--- src/rtl/inst_mem_dump_pkg.sv ---
// Shared definitions for the memory image dumper: FSM states and default widths
// common with the memory-image loader.
package inst_mem_dump_pkg;

    localparam int unsigned DEF_NUM_OF_BITS      = 16;
    localparam int unsigned DEF_NUM_OF_REGISTERS = 20;
    localparam int unsigned BUF_DEPTH            = 2;

    typedef enum logic [1:0] {
        IDLE,
        RUN,
        FLUSH,
        DONE
    } dump_state_t;

endpackage

--- src/rtl/dump_skid_fifo.sv ---
// Two-entry output buffer for the dump stream. A word arriving while the buffer
// is empty is presented in the same cycle and only stored if it is not taken.
module dump_skid_fifo
    import inst_mem_dump_pkg::*;
#(
    parameter int Num_of_bits = DEF_NUM_OF_BITS
) (
    input  logic                   clk,
    input  logic                   rst_n,
    input  logic                   push,
    input  logic [Num_of_bits-1:0] push_data,
    input  logic                   push_last,
    input  logic                   pop,
    output logic [1:0]             occ,
    output logic                   valid,
    output logic [Num_of_bits-1:0] data,
    output logic                   last
);

    logic [Num_of_bits:0] ent [2];
    logic [Num_of_bits:0] head;
    logic [1:0]           cnt;
    logic                 pop_stored;

    always_comb begin
        head = '0;
        if (cnt != 2'd0)
            head = ent[0];
        else if (push)
            head = {push_last, push_data};
    end

    assign valid      = (cnt != 2'd0) || push;
    assign {last, data} = head;
    assign occ        = cnt;
    assign pop_stored = pop && (cnt != 2'd0);

    always_ff @(posedge clk) begin
        if (!rst_n) begin
            cnt    <= '0;
            ent[0] <= '0;
            ent[1] <= '0;
        end else begin
            assert (!(push && !pop && cnt == 2'd2));
            if (pop_stored) begin
                ent[0] <= ent[1];
                if (push) begin
                    // Refill the slot vacated by the shift; count is unchanged.
                    if (cnt == 2'd1)
                        ent[0] <= {push_last, push_data};
                    else
                        ent[1] <= {push_last, push_data};
                end else begin
                    cnt <= cnt - 2'd1;
                end
            end else if (push && !pop) begin
                if (cnt == 2'd0)
                    ent[0] <= {push_last, push_data};
                else
                    ent[1] <= {push_last, push_data};
                cnt <= cnt + 2'd1;
            end
        end
    end

endmodule

--- src/rtl/inst_mem_dump.sv ---
// Sweeps an address range of the instruction/data memory over a secondary read
// port and streams the words out in address order on a valid/ready interface.
module inst_mem_dump
    import inst_mem_dump_pkg::*;
#(
    parameter int Num_of_bits      = DEF_NUM_OF_BITS,
    parameter int Num_of_registers = DEF_NUM_OF_REGISTERS,
    parameter int BUF_DEPTH        = inst_mem_dump_pkg::BUF_DEPTH
) (
    input  logic                        clk,
    input  logic                        rst_n,
    input  logic                        start,
    input  logic [Num_of_registers-1:0] base_addr,
    input  logic [Num_of_registers:0]   word_count,
    output logic                        mem_rd_en,
    output logic [Num_of_registers-1:0] mem_addr,
    input  logic [Num_of_bits-1:0]      mem_rd_data,
    output logic [Num_of_bits-1:0]      out_data,
    output logic                        out_valid,
    output logic                        out_last,
    input  logic                        out_ready,
    output logic                        busy,
    output logic                        done
);

    localparam logic [Num_of_registers:0] REM_ONE = 1;

    dump_state_t                 state;
    logic [Num_of_registers-1:0] addr;
    logic [Num_of_registers:0]   remaining;
    logic                        inflight;
    logic                        inflight_last;
    logic [1:0]                  occ;
    logic                        pop;
    logic [2:0]                  pending;

    // Words that will sit in the buffer after this edge: a read is only issued
    // when its returning word is guaranteed a free slot.
    assign pop       = out_valid && out_ready;
    assign pending   = {1'b0, occ} + {2'b0, inflight} - {2'b0, pop};
    assign mem_rd_en = (state == RUN) && (remaining != '0) && (pending < 3'(BUF_DEPTH));
    assign mem_addr  = addr;

    always_ff @(posedge clk) begin
        if (!rst_n) begin
            state         <= IDLE;
            addr          <= '0;
            remaining     <= '0;
            inflight      <= 1'b0;
            inflight_last <= 1'b0;
            busy          <= 1'b0;
            done          <= 1'b0;
        end else begin
            inflight      <= mem_rd_en;
            inflight_last <= mem_rd_en && (remaining == REM_ONE);
            if (mem_rd_en) begin
                addr      <= addr + Num_of_registers'(1);
                remaining <= remaining - REM_ONE;
            end
            case (state)
                IDLE: begin
                    done <= 1'b0;
                    if (start) begin
                        addr      <= base_addr;
                        remaining <= word_count;
                        busy      <= 1'b1;
                        if (word_count != '0) begin
                            state <= RUN;
                        end else begin
                            state <= DONE;
                            done  <= 1'b1;
                        end
                    end
                end
                RUN: begin
                    if (mem_rd_en && (remaining == REM_ONE))
                        state <= FLUSH;
                end
                FLUSH: begin
                    if (pending == 3'd0) begin
                        state <= DONE;
                        busy  <= 1'b0;
                        done  <= 1'b1;
                    end
                end
                DONE: begin
                    state <= IDLE;
                    busy  <= 1'b0;
                    done  <= 1'b0;
                end
                default: state <= IDLE;
            endcase
        end
    end

    dump_skid_fifo #(
        .Num_of_bits(Num_of_bits)
    ) u_fifo (
        .clk       (clk),
        .rst_n     (rst_n),
        .push      (inflight),
        .push_data (mem_rd_data),
        .push_last (inflight_last),
        .pop       (pop),
        .occ       (occ),
        .valid     (out_valid),
        .data      (out_data),
        .last      (out_last)
    );

endmodule

--- config.mk ---
export PLATFORM = sky130hd
export DESIGN_NAME = inst_mem_dump
export DESIGN_NICKNAME = d
export VERILOG_FILES = /design/src/rtl/inst_mem_dump_pkg.sv /design/src/rtl/dump_skid_fifo.sv /design/src/rtl/inst_mem_dump.sv
export SDC_FILE = /design/constraint.sdc
export NUM_CORES = 1
export LEC_CHECK = 0
export CAP_MARGIN = 20
export CORE_ASPECT_RATIO = 1.4
export CORE_MARGIN = 2
export CORE_UTILIZATION = 55
export DETAILED_ROUTE_END_ITERATION = 16
export PLACE_DENSITY = 0.9
export REMOVE_ABC_BUFFERS = 1
export SYNTH_ARGS = -nofsm -noshare
export SYNTH_HDL_FRONTEND = slang
export SYNTH_HIERARCHICAL = 1
export SYNTH_SLANG_ARGS = --single-unit
export TNS_END_PERCENT = 30
--- constraint.sdc ---
create_clock -name clk -period 8.2 [get_ports clk]
set_input_delay 2.05 -clock clk [delete_from_list [all_inputs] [get_ports clk]]
set_output_delay 2.05 -clock clk [all_outputs]
set_load 0.02 [all_outputs]
# == Yosys cells after proc, flatten, opt, wreduce, memory -nomap -nowiden ==
# Memory sizes are Yosys's and may differ from the RTL's.
# Cells that the tools add are included.
# classes
add_sub_neg,6
magnitude_cmp,1
n_eq_ne,9
mux,52
bitwise_logic,5
reduce_logical,20
# op_table
operator,count
$mux 17,7
$mux 21,3
$mux 20,3
$reduce_bool 21->1,2
$mux 1,29
$eq 21x1->1 const B,1
$sub 21x1->21 const B,1
$add 20x1->20 const B,1
$mux 2,7
$pmux 2 s4,1
$logic_and 1x1->1,6
$ne 2x2->1 const B,3
$pmux 1 s3,2
$reduce_and 3->1,2
$or 1x1->1,5
$eq 2x1->1 const B,2
$eq 2x2->1 const B,2
$logic_not 2->1,2
$reduce_and 2->1,2
$reduce_bool 2->1,2
$add 2x1->3,1
$logic_not 3->1,1
$lt 3x2->1 const B,1
$reduce_bool 3->1,1
6 further kinds,6
# word_totals
reg_bits,49
ram_bits,34
output_inout_bits,41
elab_cells,102
memories,1
# mem_list
name,depth,word_bits,rd,rd_ports_with_merged_regs,write_ports,line,text
u_fifo.ent,2,17,2,0,2,dump_skid_fifo.sv:20,logic [Num_of_bits:0] ent [2];

# == Longest topological paths before layout ==
# Gate-level depths: netlist (run 1).
# depth
ltp_word,10
depth_mapped,19
depth_no_buf,14

# == Hierarchy ==
# The synthesis (run 1) kept the hierarchy.
# by_module_without_submodules
mod,n_inst,cells_each,area_per_inst_um2,seq_area_each_um2
inst_mem_dump,1,355,2861.5,940.9
dump_skid_fifo,1,161,1848.0,1061.0

# == Least setup slack after synthesis (run 1) ==
# No wires, ideal clock.
# synth_timing
kind,in2out
startpoint,in out_ready
endpoint,out mem_rd_en
arrival_time_ns,4.475
setup_slack_ns,1.675
path_stages,10
cell_sequence,and2_1 -> ha_1 -> inv_1 -> ha_1 -> inv_1 -> fa_1 -> xnor2_1 -> nand2_1 -> clkbuf_1 -> a21oi_1
# synth_via
elab_chain_cells,4
# synth_lines
item,line,text
start: declaration,inst_mem_dump.sv:21,"input logic out_ready,"
$logic_and 1x1->1,inst_mem_dump.sv:39,assign pop = out_valid && out_ready;
$sub 3x1->3,inst_mem_dump.sv:40,"assign pending = {1'b0, occ} + {2'b0, inflight} - {2'b0, pop};"
$lt 3x2->1,inst_mem_dump.sv:41,assign mem_rd_en = (state == RUN) && (remaining != '0) && (pending < 3'(BUF_DEPTH));
$logic_and 1x1->1,inst_mem_dump.sv:41,
end: declaration,inst_mem_dump.sv:15,"output logic mem_rd_en,"
# Every way passes these cells.

# == Worst setup path in the final report (run 1) ==
# layout_timing
startpoint,in out_ready
endpoint,out mem_rd_en
# layout_via
elab_chain_cells,4
# layout_lines
item,line,text
$logic_and 1x1->1,inst_mem_dump.sv:39,
via pop,inst_mem_dump.sv:34,logic pop;
$sub 3x1->3,inst_mem_dump.sv:40,
$lt 3x2->1,inst_mem_dump.sv:41,
$logic_and 1x1->1,inst_mem_dump.sv:41,
# The timed path passes the listed nets, and every way through them passes these cells.

==> results of run 1 <==
-- kinds of logic (layout without fill, tap and decap cells) --
group / Yosys count / count (layout) / share of synthesized area
adder cells (fa/ha/maj): 15 / 15 / 0.0414
multiplexers: 3 / 3 / 0.00638
buffers and inverters: 71 / 160 / 0.0635
AO/OA/AOI/OAI: 160 / 160 / 0.224
XOR/XNOR: 21 / 21 / 0.0391
flip-flops: 83 / 83 / 0.425
AND/OR/NAND/NOR: 163 / 163 / 0.201
-- per-stage QoR --
stage | std cells | cell area [µm²] | hold slack (ns)
global placement | 691 | 5750 | 0.477
finish | 707 | 6020 | 0.504
global route | 707 | 6020 | 0.540
CTS | 707 | 6020 | 0.508
floorplan | 480 | 4540 | 0.456
detailed placement | 691 | 5750 | 0.492
-- power breakdown --
part / leakage [nW] / internal [mW] / switching [mW]
Clock: 0.129 / 0.211 / 0.158
Sequential: 0.758 / 0.564 / 0.104
Combinational: 1.19 / 0.408 / 0.592
Total: 2.07 / 1.18 / 0.854
-- state kept, by name (all words and copies together), names as in the netlist, 2 cells and up --
| register | cells |
|---|---|
| mem_addr | 20 |
| remaining | 21 |
| u_fifo/ent | 34 |
| state | 2 |
| u_fifo/occ | 2 |
-- final timing paths --
path / from / slack, ns / end
hold / removal: u_fifo/occ[0]$_SDFFE_PN0P_ / 0.50 / u_fifo/occ[0]$_SDFFE_PN0P_
setup / recovery: out_ready / 0.92 / mem_rd_en
setup reg to reg: u_fifo/occ[1]$_SDFFE_PN0P_ / 3.76 / remaining[15]$_SDFF_PN0_
hold reg to reg: u_fifo/occ[0]$_SDFFE_PN0P_ / 0.50 / u_fifo/occ[0]$_SDFFE_PN0P_
-- placed cells by master, fill, tap and decap left out, types with 6 or more instances in the layout --
cell | netlist | final
a221oi_1 | 8 | 8
nor2_1 | 6 | 6
nor4_1 | 7 | 7
a211oi_1 | 6 | 6
nand2_1 | 33 | 32
o21ai_0 | 58 | 58
and2_1 | 25 | 25
clkdlybuf4s50_1 | 0 | 101
or4_1 | 11 | 11
ha_1 | 14 | 14
nand3_1 | 13 | 13
dfxtp_1 | 49 | 49
nor3_1 | 17 | 17
nor3b_1 | 6 | 6
clkbuf_16 | 0 | 9
xnor2_1 | 21 | 21
a31oi_1 | 10 | 10
inv_1 | 33 | 33
a21oi_1 | 27 | 27
nand4_1 | 14 | 14
or3_1 | 8 | 8
buf_4 | 2 | 8
edfxtp_1 | 34 | 34
a32o_1 | 17 | 17
o21ai_1 | 6 | 6
-- routing by layer --
layer / up-vias / GRT usage / part of all wire / wire length (µm)
met1: 2103 / 0.308 / 0.36 / 4530
met4: 0 / 0.123 / 0.029 / 362
met2: 247 / 0.487 / 0.53 / 6560
li1: 2102 / - / - / -
met3: 37 / 0.0625 / 0.079 / 983
met5: - / 0 / 0 / 0
-- cells in the mapped netlist, drive strengths merged (2+ instances only) --
cell,n,area share
o21ai,64,0.068
dfxtp,49,0.21
inv,35,0.028
edfxtp,34,0.22
nand2,33,0.026
a21oi,28,0.031
clkbuf,26,0.021
and2,25,0.033
xnor2,21,0.039
a32o,17,0.036
nor3,17,0.018
ha,14,0.037
nand4,14,0.019
nand3,13,0.014
or4,12,0.020
a31oi,10,0.013
buf,10,0.014
a221oi,8,0.015
nor4,8,0.012
or3,8,0.011
a211oi,7,0.014
nor2,7,0.0061
nor3b,6,0.0096
o31ai,6,0.0096
and4,5,0.0093
a2111oi,4,0.0074
and3,4,0.0053
a21boi,3,0.0048
mux2i,3,0.0064
o311a,3,0.0064
or2,3,0.0040
a211o,2,0.0037
nand2b,2,0.0043
nand4b,2,0.0037
nor2b,2,0.0027
o22ai,2,0.0040
-- critical path, cell delays in order --
cell and delay (ns):
clkdlybuf4s50_1 0.44, and2_1 0.34, ha_1 0.30, inv_1 0.05, ha_1 0.13, inv_1 0.05
fa_1 0.53, and2_1 0.33, nand2_1 0.13, a21oi_1 0.22, clkdlybuf4s50_1 0.66
-- area by class of cell --
cell class	count	area [µm²]	share of cell area
Clock buffer	11	243	0.0403
Clock inverter	5	28.8	0.00478
Inverter	35	134	0.0222
Multi-Input combinational cell	362	2420	0.401
Sequential cell	83	2000	0.332
Tap cell	102	128	0.0212
Timing Repair Buffer	109	1070	0.178
==> summary.txt, run 1 <==
Run status
  • Outcome: finished clean

Power
  • PwrDens: 338 mW/mm²
  • Leak: 2.07 nW
  • Max VDD drop: 0.186 mV
  • Power, Total: 2.04 mW

Routing
  • Drt first pass iters: 5
  • Antenna viol nets, final: 0
  • DR DRC count: 0
  • Detailed-route vias per instance: roughly 6.3
  • DRT iter0 DRCs: 333
  • Total Wirelength: 12400 µm
  • Via count: around 4500
  • Drt wl/cell: around 18 µm

Placed design
  • GPL Wtd Cong: 0.877
  • Port Buffers: 101
  • Dpl hpwl: 8580 µm
  • Place WS: 0.980 ns

Die
  • Top Ports: 102
  • Row cnt: 39
  • CORE AREA: 0.00825 mm²
  • Chip Height: between 100 and 150 µm
  • Die area: 0.00933 mm²
  • Die X: 82.2 µm
  • Initial Util: 0.571

Yosys
  • Post-Syn Instances: 516
  • Netlist cell types: between 50 and 60
  • Avg Cell Area, Syn: roughly 9.1 µm²
  • Warnings from Yosys: 6
  • Top_reg_cell synth: dfxtp_1
  • Number of synthesized flops with an enable pin: 34
  • Sequential area share after synthesis: 0.425
  • Mapped Area: ~0.0047 mm²
  • #FFs+latches synth: 83
  • Ys async rst share: 0

Clock tree
  • CTS tree: yes
  • Clock latency at the later pin of the worst-skew pair: 0.34 ns
  • CTS clock-pin slew for the worst setup and hold paths: 0.06 ns
  • Clk sinks: 83
  • Cts bufs inserted: 9
  • CTS max path bufs: 2
  • H-tree Lvls: 3
  • Resize count post-CTS: 0
  • CTS root buffer: clkbuf_16
  • Hold_buf cts: 0
  • Post-CTS setup buffer count: 0

Timing
  • Worst-margin pin slew: about 0.76 ns
  • Max_slew headroom: 0.489
  • Post-route worst setup slack: roughly 0.9 ns
  • Final min period: 7.28 ns
  • Final setup skew: 0.00462 ns
  • TNS Setup: 0 ns
  • Pins Over Slew Limit: 0
  • Final Setup Violations: 0
  • RSZ-0062 raised after global routing: false
  • Final hold vios: 0
  • Final Cycle Share: 0.887
  • Max frequency: 0.137 GHz

Setup path
  • CP Launch Type: input port
  • CP arrival: 5.23 ns
  • R2R cell count: 15
  • Worst-path maximum fanout: 9
  • Required @ worst endpoint: between 6 and 7 ns
  • Kind of critical path: in -> out
  • Critical Path Sink Type: primary output

Layout
  • Core Util, Final: 0.730
  • Area Overhead vs Synth: 27.9%
  • Final nets: 676
  • Inserted Diodes: 0
  • Fillers: 615
  • Layout cell share with drive strength beyond 1: 0.0595

GRT
  • Initial antenna violation count: 0
  • Largest net degree at the start of global routing: 81
  • First-pass GRT wire length: between 20000 and 25000 µm
  • GRT overflow: 0
  • Global Route Usage Sum: 0.276
  • Vias in the first global route: 4402

Run
  • Max-Cap Viols: 0

Worst hold path
  • Hold WC Path Type: reg -> reg
  • Hold path depth: 2
(Power assumes the default switching activity.)
==> inputs of run 2 (changes only) <==
--- a/config.mk
+++ b/config.mk
@@ -8,9 +8,9 @@
 export CAP_MARGIN = 20
 export CORE_ASPECT_RATIO = 1.4
 export CORE_MARGIN = 2
-export CORE_UTILIZATION = 55
+export CORE_UTILIZATION = 40
 export DETAILED_ROUTE_END_ITERATION = 16
-export PLACE_DENSITY = 0.9
+export PLACE_DENSITY = 0.69
 export REMOVE_ABC_BUFFERS = 1
 export SYNTH_ARGS = -nofsm -noshare
 export SYNTH_HDL_FRONTEND = slang
==> constraint.sdc (replaced) <==
create_clock -name clk -period 7.4 [get_ports clk]
set_input_delay 1.85 -clock clk [delete_from_list [all_inputs] [get_ports clk]]
set_output_delay 1.85 -clock clk [all_outputs]
set_load 0.02 [all_outputs]
==> summary.txt, run 2 (synthesized netlist as in run 1, its figures left out) <==
Layout
  • Reg with most FFs: u_fifo/ent
  • Fillers: 1075 (+75%)
  • Layout cell share with drive strength beyond 1: 0.0628 (+0.00331)
  • Commonest non-fill, non-tap cell in the layout: clkdlybuf4s50_1
  • Core Util, Final: 0.537 (-0.194)
  • Inserted Diodes: 0 (unchanged)
  • Max reg flops: 34 (unchanged)
  • Area Overhead vs Synth: 29.8%
  • Most frequent cells in the layout: clkdlybuf4s50_1 (101), o21ai_0 (58), dfxtp_1 (49)
  • Final non-filler cell area: 0.00611 mm² (+1.5%)
  • Final nets: 676 (unchanged)

Power
  • Leak: 2.09 nW (+0.89%)
  • Internal power: 1.34 mW (+14%)
  • Reg power frac: 0.320 (-0.008)
  • Sw frac: 0.416 (-0.00298)
  • Max VDD drop: 0.169 mV (-9.1%)
  • Clock Power Share: 0.197 (+0.016)
  • Comb pwr share: 0.482 (-0.009)
  • PwrDens: 377 mW/mm² (+11%)
  • Psw: 0.958 mW (+12%)

Setup path
  • Worst-path maximum fanout: 9 (unchanged)
  • CP Launch Type: input port
  • Required @ worst endpoint: 5.55 ns (-0.60 ns)
  • CP arrival: 4.90 ns (-0.33 ns)
  • Critical Path Sink Type: primary output
  • Kind of critical path: in -> out

GRT
  • Global routing met3 resource utilization: 0.0423 (-0.0202)
  • Global Route Usage Sum: 0.198 (-0.0781)
  • Largest net degree at the start of global routing: 63 (-22%)
  • GRT overflow: 0 (unchanged)
  • GR Layer Usage met2: 0.349 (-0.137)
  • Most Crowded Layer GR: met2
  • Vias in the first global route: 4303 (-2.2%)
  • Initial antenna violation count: 0 (unchanged)
  • First-pass GRT wire length: 19900 µm (-2.2%)
  • Met1 Use GR: 0.224 (-0.0840)

Timing
  • Final min period: between 6 and 7 ns
  • Final Setup Violations: 0 (unchanged)
  • TNS Setup: 0 ns (unchanged)
  • Worst-margin pin slew: 0.876 ns (+0.113 ns)
  • Pins Over Slew Limit: 0 (unchanged)
  • Final Cycle Share: 0.913
  • Max_slew headroom: 0.416 (-0.0735)
  • RSZ-0062 raised after global routing: false
  • Max frequency: about 0.15 GHz
  • Final setup skew: 0.00443 ns (-0.000190 ns)
  • Final hold vios: 0 (unchanged)

Placed design
  • Port Buffers: 101 (unchanged)
  • GPL Wtd Cong: 0.851 (-2.9%)
  • Placed inst area: 0.00581 mm² (+1.1%)
  • Dpl hpwl: 8720 µm (+1.7%)

Run status
  • Outcome: finished clean

Clock tree
  • Hold_buf cts: 0 (unchanged)
  • Clk sinks: 83 (unchanged)
  • CTS root buffer: clkbuf_16
  • Resize count post-CTS: 0 (unchanged)
  • CTS clock-pin slew for the worst setup and hold paths: 0.06 ns (about the same)
  • Clock latency at the later pin of the worst-skew pair: 0.34 ns (about the same)
  • CTS max path bufs: 2 (unchanged)
  • Post-CTS setup buffer count: 0 (unchanged)
  • H-tree Lvls: 3 (unchanged)
  • Cts bufs inserted: 9 (unchanged)
  • CTS tree: yes

Die
  • Die X: 95.7 µm (+16%)
  • Initial Util: 0.413 (-0.158)
  • Chip Height: 132 µm (+17%)
  • Die area: 0.0127 mm² (+36%)
  • Top Ports: 102 (unchanged)
  • Row cnt: 46 (+18%)
  • CORE AREA: 0.0114 mm² (+38%)

Worst hold path
  • Hold WC Path Type: reg -> reg

Routing
  • Detailed-route vias per instance: 5.78 (-9.0%)
  • Via count: 4330 (-3.5%)
  • Total Wirelength: 12500 µm (+0.35%)
  • DR DRC count: 0 (unchanged)
  • Antenna viol nets, final: 0 (unchanged)
  • DRT iter0 DRCs: 228 (-32%)
  • Drt first pass iters: 4 (-1)
  • Drt wl/cell: 16.7 µm (-5.3%)

Run
  • Max-Cap Viols: 0 (unchanged)
[run 2: cell count changes in the layout (fill, tap and decap cells not counted)]
cell	change
o31ai_4	+1
clkinv_1	-1
clkbuf_8	-1
clkinv_2	-1
clkbuf_1	-1
clkinv_4	+3
o31ai_2	-1
bufinv_16	+1
inv_6	+1
clkinvlp_4	-1
[run 2: metal layers]
metal | vias up | routed length, µm
met2 | 145 | 6350
met3 | 27 | 638
met1 | 2057 | 5170
met4 | 0 | 328
met5 | - | 0
li1 | 2101 | -
[run 2: worst paths after layout]
path                                    from                       end  slack, ns  depth (start not counted)
hold reg to reg            busy$_SDFFE_PN0P_         busy$_SDFFE_PN0P_       0.50                          2
hold / removal             busy$_SDFFE_PN0P_         busy$_SDFFE_PN0P_       0.50                          2
setup / recovery                   out_ready                 mem_rd_en       0.65                         11
setup reg to reg  u_fifo/occ[1]$_SDFFE_PN0P_  remaining[17]$_SDFF_PN0_       3.15                         15
[run 2: layout make-up]
type                            instances  area, µm²  area share
Clock buffer                            9        225      0.0368
Clock inverter                          7       77.6      0.0127
Inverter                               35        134      0.0219
Multi-Input combinational cell        362       2420       0.397
Sequential cell                        83       2000       0.327
Tap cell                              144        180      0.0295
Timing Repair Buffer                  109       1070       0.175
[run 2: metrics by stage]
| stage | std cells | power, mW | hold slack [ns] | worst slack, ns |
|---|---|---|---|---|
| after floorplan | 480 | 1.41 | 0.456 | 0.908 |
| after global placement | 733 | 1.81 | 0.476 | 0.728 |
| after detailed placement | 733 | 1.85 | 0.482 | 0.681 |
| after CTS | 749 | 2.31 | 0.496 | 0.649 |
| after global routing | 749 | 2.45 | 0.527 | 0.463 |
| final | 749 | 2.30 | 0.495 | 0.647 |
[run 2: worst max-delay path: stages]
cell             delay, ns
clkdlybuf4s50_1       0.45
and2_1                0.34
ha_1                  0.30
inv_1                 0.05
ha_1                  0.13
inv_1                 0.05
fa_1                  0.54
and2_1                0.16
nand2_1               0.08
a21oi_1               0.27
clkdlybuf4s50_1       0.67
[run 2: power groups by stage]
stage,logic (mW),clock network (mW),registers [mW]
finish,1.11,0.454,0.738
CTS,1.11,0.464,0.735
global route,1.22,0.482,0.754
floorplan,0.656,0,0.759
global placement,1.07,0,0.736
detailed placement,1.11,0,0.742
==> inputs of run 3 (changes only) <==
--- a/config.mk
+++ b/config.mk
@@ -10,6 +10,7 @@
 export CORE_MARGIN = 2
 export CORE_UTILIZATION = 40
 export DETAILED_ROUTE_END_ITERATION = 16
+export HOLD_SLACK_MARGIN = 0.12
 export PLACE_DENSITY = 0.69
 export REMOVE_ABC_BUFFERS = 1
 export SYNTH_ARGS = -nofsm -noshare
==> results of run 3 <==
Same layout as run 2: the final DEF is identical, and so are final timing and power.
